`config.mk`:
```
export PLATFORM = sky130hd
export DESIGN_NAME = window_seq_ctrl
export DESIGN_NICKNAME = d
export VERILOG_FILES = /design/src/rtl/window_seq_ctrl.sv
export SDC_FILE = /design/constraint.sdc
export NUM_CORES = 1
export LEC_CHECK = 0
export CAP_MARGIN = 25
export CORE_MARGIN = 1
export CORE_UTILIZATION = 51
export CTS_BUF_LIST = sky130_fd_sc_hd__clkbuf_16
export CTS_CLUSTER_SIZE = 24
export DETAILED_ROUTE_END_ITERATION = 7
export GPL_ROUTABILITY_DRIVEN = 0
export PLACE_DENSITY = 0.78
export SLEW_MARGIN = 10
export SYNTH_ARGS = -nofsm -noshare
export SYNTH_HDL_FRONTEND = slang
export SYNTH_SLANG_ARGS = --single-unit
```
`constraint.sdc`:
```
create_clock -name clk -period 2.8 [get_ports clk]
set_input_delay 0.56 -clock clk [delete_from_list [all_inputs] [get_ports clk]]
set_output_delay 0.56 -clock clk [all_outputs]
set_load 0.02 [all_outputs]
```
`src/rtl/window_seq_ctrl.sv`:
```
// rtl/window_seq_ctrl.sv - 3x3 line-buffer window sequencer: feeds the buffer, flushes, and qualifies windows.
module window_seq_ctrl #(
  parameter int H_ACTIVE   = 640,
  parameter int V_ACTIVE   = 480,
  parameter int PIX_W      = 12,
  parameter int CENTER_LAG = 2*H_ACTIVE+1,
  localparam int COL_W     = $clog2(H_ACTIVE),
  localparam int ROW_W     = $clog2(V_ACTIVE)
) (
  input  logic             clk,
  input  logic             rst,
  input  logic             cam_valid,
  input  logic             cam_sof,
  input  logic [PIX_W-1:0] cam_pix,
  output logic             cam_ready,
  output logic             buf_valid,
  output logic             buf_edge,
  output logic [PIX_W-1:0] buf_pix,
  output logic             win_valid,
  output logic             win_border,
  output logic [COL_W-1:0] win_col,
  output logic [ROW_W-1:0] win_row,
  output logic             frame_done,
  output logic             sync_err
);

  localparam int SHIFT_W = $clog2(CENTER_LAG+1);
  localparam logic [COL_W-1:0]   COL_LAST   = COL_W'(H_ACTIVE-1);
  localparam logic [ROW_W-1:0]   ROW_LAST   = ROW_W'(V_ACTIVE-1);
  localparam logic [SHIFT_W-1:0] LAG        = SHIFT_W'(CENTER_LAG);
  localparam logic [SHIFT_W-1:0] FLUSH_LAST = SHIFT_W'(CENTER_LAG-1);

  typedef enum logic [1:0] {S_IDLE, S_STREAM, S_FLUSH, S_DONE} state_t;

  state_t state_q, state_d;

  logic               cam_ready_q, cam_ready_d;
  logic [COL_W-1:0]   in_col_q, in_col_d;
  logic [ROW_W-1:0]   in_row_q, in_row_d;
  logic [SHIFT_W-1:0] flush_cnt_q, flush_cnt_d;
  logic [SHIFT_W-1:0] shift_cnt_q, shift_cnt_d;
  logic [COL_W-1:0]   ctr_col_q, ctr_col_d;
  logic [ROW_W-1:0]   ctr_row_q, ctr_row_d;
  logic               buf_valid_q, buf_valid_d;
  logic               buf_edge_q, buf_edge_d;
  logic [PIX_W-1:0]   buf_pix_q, buf_pix_d;
  logic               win_valid_q, win_valid_d;
  logic               win_border_q, win_border_d;
  logic [COL_W-1:0]   win_col_q, win_col_d;
  logic [ROW_W-1:0]   win_row_q, win_row_d;
  logic               frame_done_q, frame_done_d;
  logic               sync_err_q, sync_err_d;

  logic             accept, sof_start, last_pix;
  logic [COL_W-1:0] base_col, adv_col;
  logic [ROW_W-1:0] base_row, adv_row;

  // cam_ready is only high in IDLE/STREAM, so any accepted sof beat starts a frame
  assign accept    = cam_valid && cam_ready_q;
  assign sof_start = accept && cam_sof;
  assign last_pix  = (in_col_q == COL_LAST) && (in_row_q == ROW_LAST);

  assign base_col = sof_start ? '0 : in_col_q;
  assign base_row = sof_start ? '0 : in_row_q;
  assign adv_col  = (base_col == COL_LAST) ? '0 : base_col + COL_W'(1);
  assign adv_row  = (base_col != COL_LAST) ? base_row :
                    (base_row == ROW_LAST) ? '0 : base_row + ROW_W'(1);

  always_ff @(posedge clk or negedge rst) begin
    if (!rst) state_q <= S_IDLE;
    else      state_q <= state_d;
  end

  always_comb begin
    state_d = state_q;
    case (state_q)
      S_IDLE:   if (sof_start) state_d = S_STREAM;
      S_STREAM: if (accept && !cam_sof && last_pix) state_d = S_FLUSH;
      S_FLUSH:  if (flush_cnt_q == FLUSH_LAST) state_d = S_DONE;
      default:  state_d = S_IDLE;
    endcase
  end

  always_comb begin
    cam_ready_d  = (state_d == S_IDLE) || (state_d == S_STREAM);
    in_col_d     = in_col_q;
    in_row_d     = in_row_q;
    flush_cnt_d  = '0;
    buf_valid_d  = 1'b0;
    buf_edge_d   = 1'b0;
    buf_pix_d    = '0;
    sync_err_d   = sof_start && (state_q == S_STREAM);
    shift_cnt_d  = shift_cnt_q;
    ctr_col_d    = ctr_col_q;
    ctr_row_d    = ctr_row_q;
    win_valid_d  = 1'b0;
    win_border_d = win_border_q;
    win_col_d    = win_col_q;
    win_row_d    = win_row_q;
    frame_done_d = 1'b0;

    if (sof_start || (accept && state_q == S_STREAM)) begin
      buf_valid_d = 1'b1;
      buf_pix_d   = cam_pix;
      buf_edge_d  = (base_col == '0);
      in_col_d    = adv_col;
      in_row_d    = adv_row;
    end else if (state_q == S_FLUSH) begin
      buf_valid_d = 1'b1;
      buf_edge_d  = (in_col_q == '0);
      in_col_d    = adv_col;
      in_row_d    = adv_row;
      flush_cnt_d = flush_cnt_q + SHIFT_W'(1);
    end

    // A restart discards the strobe in flight, which belongs to the aborted frame
    if (sof_start) begin
      shift_cnt_d = '0;
      ctr_col_d   = '0;
      ctr_row_d   = '0;
    end else if (buf_valid_q) begin
      if (shift_cnt_q == LAG) begin
        win_valid_d  = 1'b1;
        win_col_d    = ctr_col_q;
        win_row_d    = ctr_row_q;
        win_border_d = (ctr_row_q == '0) || (ctr_row_q == ROW_LAST) ||
                       (ctr_col_q == '0) || (ctr_col_q == COL_LAST);
        frame_done_d = (ctr_col_q == COL_LAST) && (ctr_row_q == ROW_LAST);
        ctr_col_d    = (ctr_col_q == COL_LAST) ? '0 : ctr_col_q + COL_W'(1);
        if (ctr_col_q == COL_LAST)
          ctr_row_d = (ctr_row_q == ROW_LAST) ? '0 : ctr_row_q + ROW_W'(1);
      end else begin
        shift_cnt_d = shift_cnt_q + SHIFT_W'(1);
      end
    end
  end

  always_ff @(posedge clk or negedge rst) begin
    if (!rst) begin
      cam_ready_q  <= 1'b0;
      in_col_q     <= '0;
      in_row_q     <= '0;
      flush_cnt_q  <= '0;
      shift_cnt_q  <= '0;
      ctr_col_q    <= '0;
      ctr_row_q    <= '0;
      buf_valid_q  <= 1'b0;
      buf_edge_q   <= 1'b0;
      buf_pix_q    <= '0;
      win_valid_q  <= 1'b0;
      win_border_q <= 1'b0;
      win_col_q    <= '0;
      win_row_q    <= '0;
      frame_done_q <= 1'b0;
      sync_err_q   <= 1'b0;
    end else begin
      cam_ready_q  <= cam_ready_d;
      in_col_q     <= in_col_d;
      in_row_q     <= in_row_d;
      flush_cnt_q  <= flush_cnt_d;
      shift_cnt_q  <= shift_cnt_d;
      ctr_col_q    <= ctr_col_d;
      ctr_row_q    <= ctr_row_d;
      buf_valid_q  <= buf_valid_d;
      buf_edge_q   <= buf_edge_d;
      buf_pix_q    <= buf_pix_d;
      win_valid_q  <= win_valid_d;
      win_border_q <= win_border_d;
      win_col_q    <= win_col_d;
      win_row_q    <= win_row_d;
      frame_done_q <= frame_done_d;
      sync_err_q   <= sync_err_d;
    end
  end

  assign cam_ready  = cam_ready_q;
  assign buf_valid  = buf_valid_q;
  assign buf_edge   = buf_edge_q;
  assign buf_pix    = buf_pix_q;
  assign win_valid  = win_valid_q;
  assign win_border = win_border_q;
  assign win_col    = win_col_q;
  assign win_row    = win_row_q;
  assign frame_done = frame_done_q;
  assign sync_err   = sync_err_q;

endmodule

```
==> impl_metrics.ini, run 1 <==
[cts]
cts_tree = built
ctsLongestPathBuffers = 2
postCtsResizedCells = 0
worstSkewPairLatency_ns = 0.34
clk_pin_slew_worst_paths_ns = 0.07
root_buffer = sky130_fd_sc_hd__clkbuf_16
clock_tree.htree_level_count = 3
cts-buffers-inserted = 9
cts_post_setup_buffers_inserted = 0
post_cts_hold_buffer_count = 0
clock_sinks = 100

[yosys]
synthesis.area_per_instance_um2 = 10.2
post_synth_instance_area_um2 = 4870
synthesis.instances = 476
synthesis.nets = 503
asr_flop_ratio_synth_pct = 100
synth.yosys.warnings = 0
yosys.cell_types.count = 55
synth_sequential_area_ratio_pct = 51.4
synth.area.top_cells = sky130_fd_sc_hd__dfrtp_1 (51%), sky130_fd_sc_hd__mux2_2 (4.2%), sky130_fd_sc_hd__nor2_1 (4.1%)
synth_top_area_cell = sky130_fd_sc_hd__dfrtp_1
synth_ff_type = sky130_fd_sc_hd__dfrtp_1
yosysTopAreaCellShare_pct = 51.4
synth-edff-count = 0
postSynthRegisterBits = 100

[setup_path]
cpPeakStageDelay_ns = 0.44
worst_ep_arrival_time_ns = 2.72
r2r_cells = 10
cp.required_ns = 2.99
crit_chain = clkdlybuf4s50_1, nand3_1, nand2_1, inv_1, ha_1, nand3_1, buf_4, o31ai_1, a41oi_1, o21ai_0, o31ai_1
path_max_fanout = 4
r2r_start = cam_ready
worstSetupEndpointType = flip-flop
cp-start-kind = input port
reg2reg_slack_ns = 0.51
crit_type = input port to flip-flop
reg2reg_end = in_col_q[9]
cell_with_the_largest_stage_delay_on_the_worst_path = sky130_fd_sc_hd__o31ai_1

[drt]
postRouteWirelength_um = 10300
drt_iter0_drc = 182
number_of_vias_after_detailed_routing = 3771
avgRoutedWirePerCell_um = 15.2
first_pass_iters = 4
antenna_left = 0
drc = 0
vias_per_cell = 5.59

[grt]
grt_pass1_wl_um = 17800
globalRouteOverflowTotal = 0
vias_in_the_first_global_route = 3813
grt_use_total_pct = 22.5
antenna_found_initial = 0
grt_start_max_net_pins = 42

[final_layout]
post_route_cells_drive_above_1_share_pct = 11.7
final_util_pct = 64.1
postLayoutCellArea_um2 = 5920
antennaDiodeCount = 0
finalNonFillerCells = 675
final_nets = 569
layout_stage_area_growth_over_the_synthesis_result_pct = 21.7
seqCellArea_um2 = 2500
multi_input_comb_area_um2 = 2200
layout.filler_cells = 726

[timing]
rsz_0062_raised_after_global_routing = no
finClkSkew_ns = 0.00905
report.final.setup_viol = 0
finalCriticalPeriod_ns = 2.53
slew_headroom_pct = 45.6
timing.hold.ws_ns = 0.201
hold_viol_final = 0
max_freq_ghz = 0.396
timing_worst_slew_pin_value_ns = 0.813
maxSlewViolCount = 0
post-route-period-util_pct = 90.3

[floorplanning]
io_pins = 54
dieHeight_um = 99.7
die_w_um = 99.7
die_area_um2 = 9940
row_count = 35
initial_core_util_pct = 52.7
core_area_um2 = 9240

[placed_design]
placement.cell_area_um2 = 5630
port_buffers = 53
dp.cells = 660
detailed_place_hpwl_um = 7050

[outcome]
run_status = complete, no violations

[power_and_ir_drop]
power_density_nw_per_um2 = 518
static-leakage-power_uw = 0.00267
vdd_ir_drop_max_uv = 257

[run]
max_cap_violations = 0

[worst_hold_path]
min_path_type = input port to asynchronous set/reset pin
## sequential cells by signal, summed over array words and instances, names as in the netlist
signal,cells
buf_edge,1
buf_pix,12
buf_valid,1
cam_ready,1
ctr_col_q,10
ctr_row_q,9
flush_cnt_q,11
frame_done,1
in_col_q,10
in_row_q,9
shift_cnt_q,11
state_q,2
sync_err,1
win_border,1
win_col,10
win_row,9
win_valid,1
## per-stage QoR
stage	total power (uW)	TNS, ns	setup slack, ns
floorplan	1720	0	0.280
global placement	1850	0	0.120
detailed placement	1860	-0.0324	-0.0324
CTS	3090	0	0.316
global route	3200	0	0.0780
finish	3070	0	0.272
## Yosys cell counts, types with 6 or more instances
| master | number |
|---|---|
| sky130_fd_sc_hd__nand3_1 | 24 |
| sky130_fd_sc_hd__nand2_1 | 43 |
| sky130_fd_sc_hd__inv_1 | 22 |
| sky130_fd_sc_hd__dfrtp_1 | 100 |
| sky130_fd_sc_hd__xnor2_1 | 15 |
| sky130_fd_sc_hd__nand4_1 | 14 |
| sky130_fd_sc_hd__and3_1 | 10 |
| sky130_fd_sc_hd__nor2b_1 | 6 |
| sky130_fd_sc_hd__o21ai_0 | 20 |
| sky130_fd_sc_hd__xor2_1 | 13 |
| sky130_fd_sc_hd__nor3_1 | 12 |
| sky130_fd_sc_hd__mux2_2 | 18 |
| sky130_fd_sc_hd__ha_1 | 11 |
| sky130_fd_sc_hd__nor2_1 | 53 |
| sky130_fd_sc_hd__a21oi_1 | 11 |
| sky130_fd_sc_hd__and2_1 | 19 |
## per-layer routing
| metal | GRT usage [%] | vias to the layer above | routed length, um |
|---|---|---|---|
| met4 | 8.82 | 0 | 130 |
| met2 | 39.3 | 90 | 5190 |
| met5 | 0 | - | 0 |
| met1 | 28.2 | 1871 | 4540 |
| li1 | - | 1795 | - |
| met3 | 3.30 | 15 | 408 |
## power by group
part / switching, uW / internal, uW / total, uW
logic: 150 / 117 / 267
clock network: 544 / 697 / 1240
registers: 70.4 / 1490 / 1560
## worst max-delay path by stage
stage	from	endpoint	slack, ns	cells past startpoint
after floorplan	cam_valid	in_row_q[2]	0.28	10
after global placement	cam_valid	in_col_q[5]	0.12	11
after detailed placement	cam_valid	in_col_q[9]	-0.03	11
after CTS	cam_valid	in_col_q[9]	0.32	11
after global routing	cam_valid	in_col_q[9]	0.08	11
final	cam_valid	in_col_q[9]	0.27	11
## layout by cell type (no fill, tap or decap), types with 2 or more instances in the layout
cell type	synthesis	final
sky130_fd_sc_hd__o41ai_1	2	2
sky130_fd_sc_hd__nor2b_1	6	6
sky130_fd_sc_hd__nor4_2	2	2
sky130_fd_sc_hd__nor2_1	53	53
sky130_fd_sc_hd__and3_1	10	10
sky130_fd_sc_hd__mux2i_1	4	4
sky130_fd_sc_hd__clkbuf_16	0	9
sky130_fd_sc_hd__a21o_1	2	2
sky130_fd_sc_hd__inv_1	22	22
sky130_fd_sc_hd__a21oi_1	11	11
sky130_fd_sc_hd__a41oi_1	2	2
sky130_fd_sc_hd__and2_1	19	19
sky130_fd_sc_hd__mux2_1	2	2
sky130_fd_sc_hd__o22ai_1	4	4
sky130_fd_sc_hd__nand2_1	43	43
sky130_fd_sc_hd__ha_1	11	11
sky130_fd_sc_hd__xor2_1	13	13
sky130_fd_sc_hd__buf_4	4	19
sky130_fd_sc_hd__nand3_1	24	24
sky130_fd_sc_hd__dfrtp_1	100	100
sky130_fd_sc_hd__o21ai_0	20	20
sky130_fd_sc_hd__nand4_1	14	14
sky130_fd_sc_hd__clkdlybuf4s50_1	0	52
sky130_fd_sc_hd__o31ai_1	5	5
sky130_fd_sc_hd__a31oi_1	5	5
sky130_fd_sc_hd__or3_1	2	2
sky130_fd_sc_hd__or4_1	4	4
sky130_fd_sc_hd__nor3_1	12	12
sky130_fd_sc_hd__nor4b_1	3	3
sky130_fd_sc_hd__a211oi_1	3	3
sky130_fd_sc_hd__o211ai_1	3	3
sky130_fd_sc_hd__clkinvlp_4	0	3
sky130_fd_sc_hd__nor4_1	4	4
sky130_fd_sc_hd__nand2b_1	3	3
sky130_fd_sc_hd__mux2_2	18	18
sky130_fd_sc_hd__xnor2_1	15	15
## logic make-up after synthesis
logic type	share of synthesized area, %
fa+ha+maj	2.83
mux	5.45
buf+inv	3.47
xor+xnor	5.04
simple gates	23.8
compound gates	8.02
flops	51.4
## layout make-up
class / count / area share (%)
Sequential cell: 100 / 42.2
Tap cell: 129 / 2.72
Clock buffer: 9 / 3.80
Inverter: 22 / 1.39
Multi-Input combinational cell: 337 / 37.1
Clock inverter: 6 / 1.22
Timing Repair Buffer: 72 / 11.5
## critical path: cells and delay by family
kind	cells	cell delay, ns
fa+ha+maj	1	0.19
simple gates	3	0.43
buf+inv	3	0.73
compound gates	4	0.80
(Power assumes the default switching activity.)
==> run 2, diff against run 1 <==
--- a/config.mk
+++ b/config.mk
@@ -13,6 +13,7 @@
 export DETAILED_ROUTE_END_ITERATION = 7
 export GPL_ROUTABILITY_DRIVEN = 0
 export PLACE_DENSITY = 0.78
+export REMOVE_ABC_BUFFERS = 1
 export SLEW_MARGIN = 10
 export SYNTH_ARGS = -nofsm -noshare
 export SYNTH_HDL_FRONTEND = slang
==> run 2 against run 1 <==
Net effect: sequential power hardly changed; first-iteration DRC count is 27% higher; die area stayed put; critical path type unchanged; critical endpoint is now in_row_q[6].
==> impl_metrics.ini, run 2 (synthesis gave the netlist of run 1 again) <==
[outcome]
run_status = complete, no violations

[power_and_ir_drop]
p_seq_share_pct = 53.0
static-leakage-power_uw = 0.00264
vdd_ir_drop_max_uv = 268
power_density_nw_per_um2 = 503
internal_power_uw = 2200
power_frac_clock_pct = 38.1
sw_frac_of_total_pct = 25.3
combinationalPowerShare_pct = 8.9
p_sw_uw = 745

[cts]
root_buffer = sky130_fd_sc_hd__clkbuf_16
postCtsResizedCells = 0
worstSkewPairLatency_ns = 0.34
cts_post_setup_buffers_inserted = 0
ctsLongestPathBuffers = 2
clock_sinks = 100
cts_tree = built
cts-buffers-inserted = 9
clk_pin_slew_worst_paths_ns = 0.07
clock_tree.htree_level_count = 3
post_cts_hold_buffer_count = 0

[final_layout]
multi_input_comb_area_um2 = 2200
layout.filler_cells = 728
postLayoutCellArea_um2 = 5870
seqCellArea_um2 = 2500
final_nets = 565
post_route_cells_drive_above_1_share_pct = 10.9
layout_commonest_cell = sky130_fd_sc_hd__dfrtp_1
largest_reg_flops = 12
layout_stage_area_growth_over_the_synthesis_result_pct = 20.5
final_util_pct = 63.5
antennaDiodeCount = 0
top_library_cells_by_usage_in_the_layout_fill_and_taps_aside = sky130_fd_sc_hd__dfrtp_1 (100), sky130_fd_sc_hd__nor2_1 (53), sky130_fd_sc_hd__clkdlybuf4s50_1 (52)
finalNonFillerCells = 672

[setup_path]
cp-start-kind = input port
cp.required_ns = 3.02
crit_chain = clkdlybuf4s50_1, nand3_1, buf_4, and2_1, ha_1, inv_1, nor4_2, o21ai_0, a21oi_1, o22ai_1
cpPeakStageDelay_ns = 0.52
reg2reg_slack_ns = 0.49
r2r_cells = 7
crit_type = input port to flip-flop
worstSetupEndpointType = flip-flop
worst_ep_arrival_time_ns = 2.77
r2r_start = shift_cnt_q[1]
reg2reg_end = ctr_row_q[7]
setup.worst_path.start = cam_valid
path_max_fanout = 14
worst_setup_path_endpoint = in_row_q[6]
cell_with_the_largest_stage_delay_on_the_worst_path = sky130_fd_sc_hd__nor4_2

[timing]
rsz_0062_raised_after_global_routing = no
timing_worst_slew_pin_value_ns = 0.837
slew_headroom_pct = 44.0
post-route-period-util_pct = 90.8
maxSlewViolCount = 0
report.final.setup_viol = 0
finClkSkew_ns = 0.0105
finalCriticalPeriod_ns = 2.54
setup_tns_ns = 0
timing.hold.ws_ns = 0.231
max_freq_ghz = 0.393
hold_viol_final = 0

[grt]
globalRouteOverflowTotal = 0
grt_use_met1_pct = 29.2
grt_pass1_wl_um = 17500
grt_most_used_layer = met2
grt_util_met3_pct = 4.22
vias_in_the_first_global_route = 3747
antenna_found_initial = 0
grt_start_max_net_pins = 54
grt_use_total_pct = 22.0
grt_use_met2_pct = 36.3

[floorplanning]
initial_core_util_pct = 52.7
core_area_um2 = 9240
io_pins = 54
dieHeight_um = 99.7
row_count = 35
die_w_um = 99.7
die_area_um2 = 9940

[drt]
drc = 0
number_of_vias_after_detailed_routing = 3715
drt_iter0_drc = 232
first_pass_iters = 4
avgRoutedWirePerCell_um = 14.6
postRouteWirelength_um = 9780
antenna_left = 0
vias_per_cell = 5.53

[worst_hold_path]
min_path_type = input port to asynchronous set/reset pin

[placed_design]
placement.cell_area_um2 = 5600
dp.cells = 656
detailed_place_hpwl_um = 7140
port_buffers = 53

[run]
max_cap_violations = 0
## run 2: through the flow
| stage | power (uW) | setup WS, ns |
|---|---|---|
| after floorplan | 1720 | 0.205 |
| after global placement | 1840 | 0.0214 |
| after detailed placement | 1850 | -0.0679 |
| after CTS | 2990 | 0.273 |
| after global routing | 3080 | 0.0772 |
| final | 2950 | 0.258 |
## run 2: worst min-delay path by stage
stage	startpoint	slack, ns	to	depth (start not counted)
3_5_place_dp	win_col[6]	0.48	win_col[6]	1
4_1_cts	rst	0.25	buf_pix[4]	1
2_1_floorplan	rst	0.26	buf_edge	0
6_report	rst	0.23	shift_cnt_q[3]	1
3_3_place_gp	win_col[9]	0.47	win_col[9]	1
5_1_grt	rst	0.27	flush_cnt_q[0]	1
## run 2: layer usage
layer,vias up,part of all wire [%]
li1,1786,-
met3,13,3.1
met2,69,51
met1,1847,44
met4,0,1.4
met5,-,0
## run 2: cell type report
class / instances / share of cell area (%)
timing repair buffer: 68 / 11.1
sequential: 100 / 42.6
inverter: 22 / 1.41
clock inverter: 7 / 0.789
tap: 129 / 2.75
multi-input combinational: 337 / 37.4
clock buffer: 9 / 3.84
## run 2: power by group through the flow
stage | registers, uW | clock network, uW | logic, uW
after global placement | 1590 | 0 | 254
after CTS | 1560 | 1160 | 265
after detailed placement | 1590 | 0 | 265
after floorplan | 1590 | 0 | 128
final | 1560 | 1120 | 262
after global routing | 1570 | 1210 | 296
## run 2: critical path, delay by kind of cell
kind | cells | cell delay, ns
AO/OA/AOI/OAI | 3 | 0.46
AND/OR/NAND/NOR | 3 | 0.84
adder cells (fa/ha/maj) | 1 | 0.19
buffers and inverters | 3 | 0.71
==> run 3, diff against run 2 <==
--- a/config.mk
+++ b/config.mk
@@ -13,7 +13,6 @@
 export DETAILED_ROUTE_END_ITERATION = 7
 export GPL_ROUTABILITY_DRIVEN = 0
 export PLACE_DENSITY = 0.78
-export REMOVE_ABC_BUFFERS = 1
 export SLEW_MARGIN = 10
 export SYNTH_ARGS = -nofsm -noshare
 export SYNTH_HDL_FRONTEND = slang
==> results of run 3 <==
No change in the layout: final DEF, timing and power equal those of run 1.
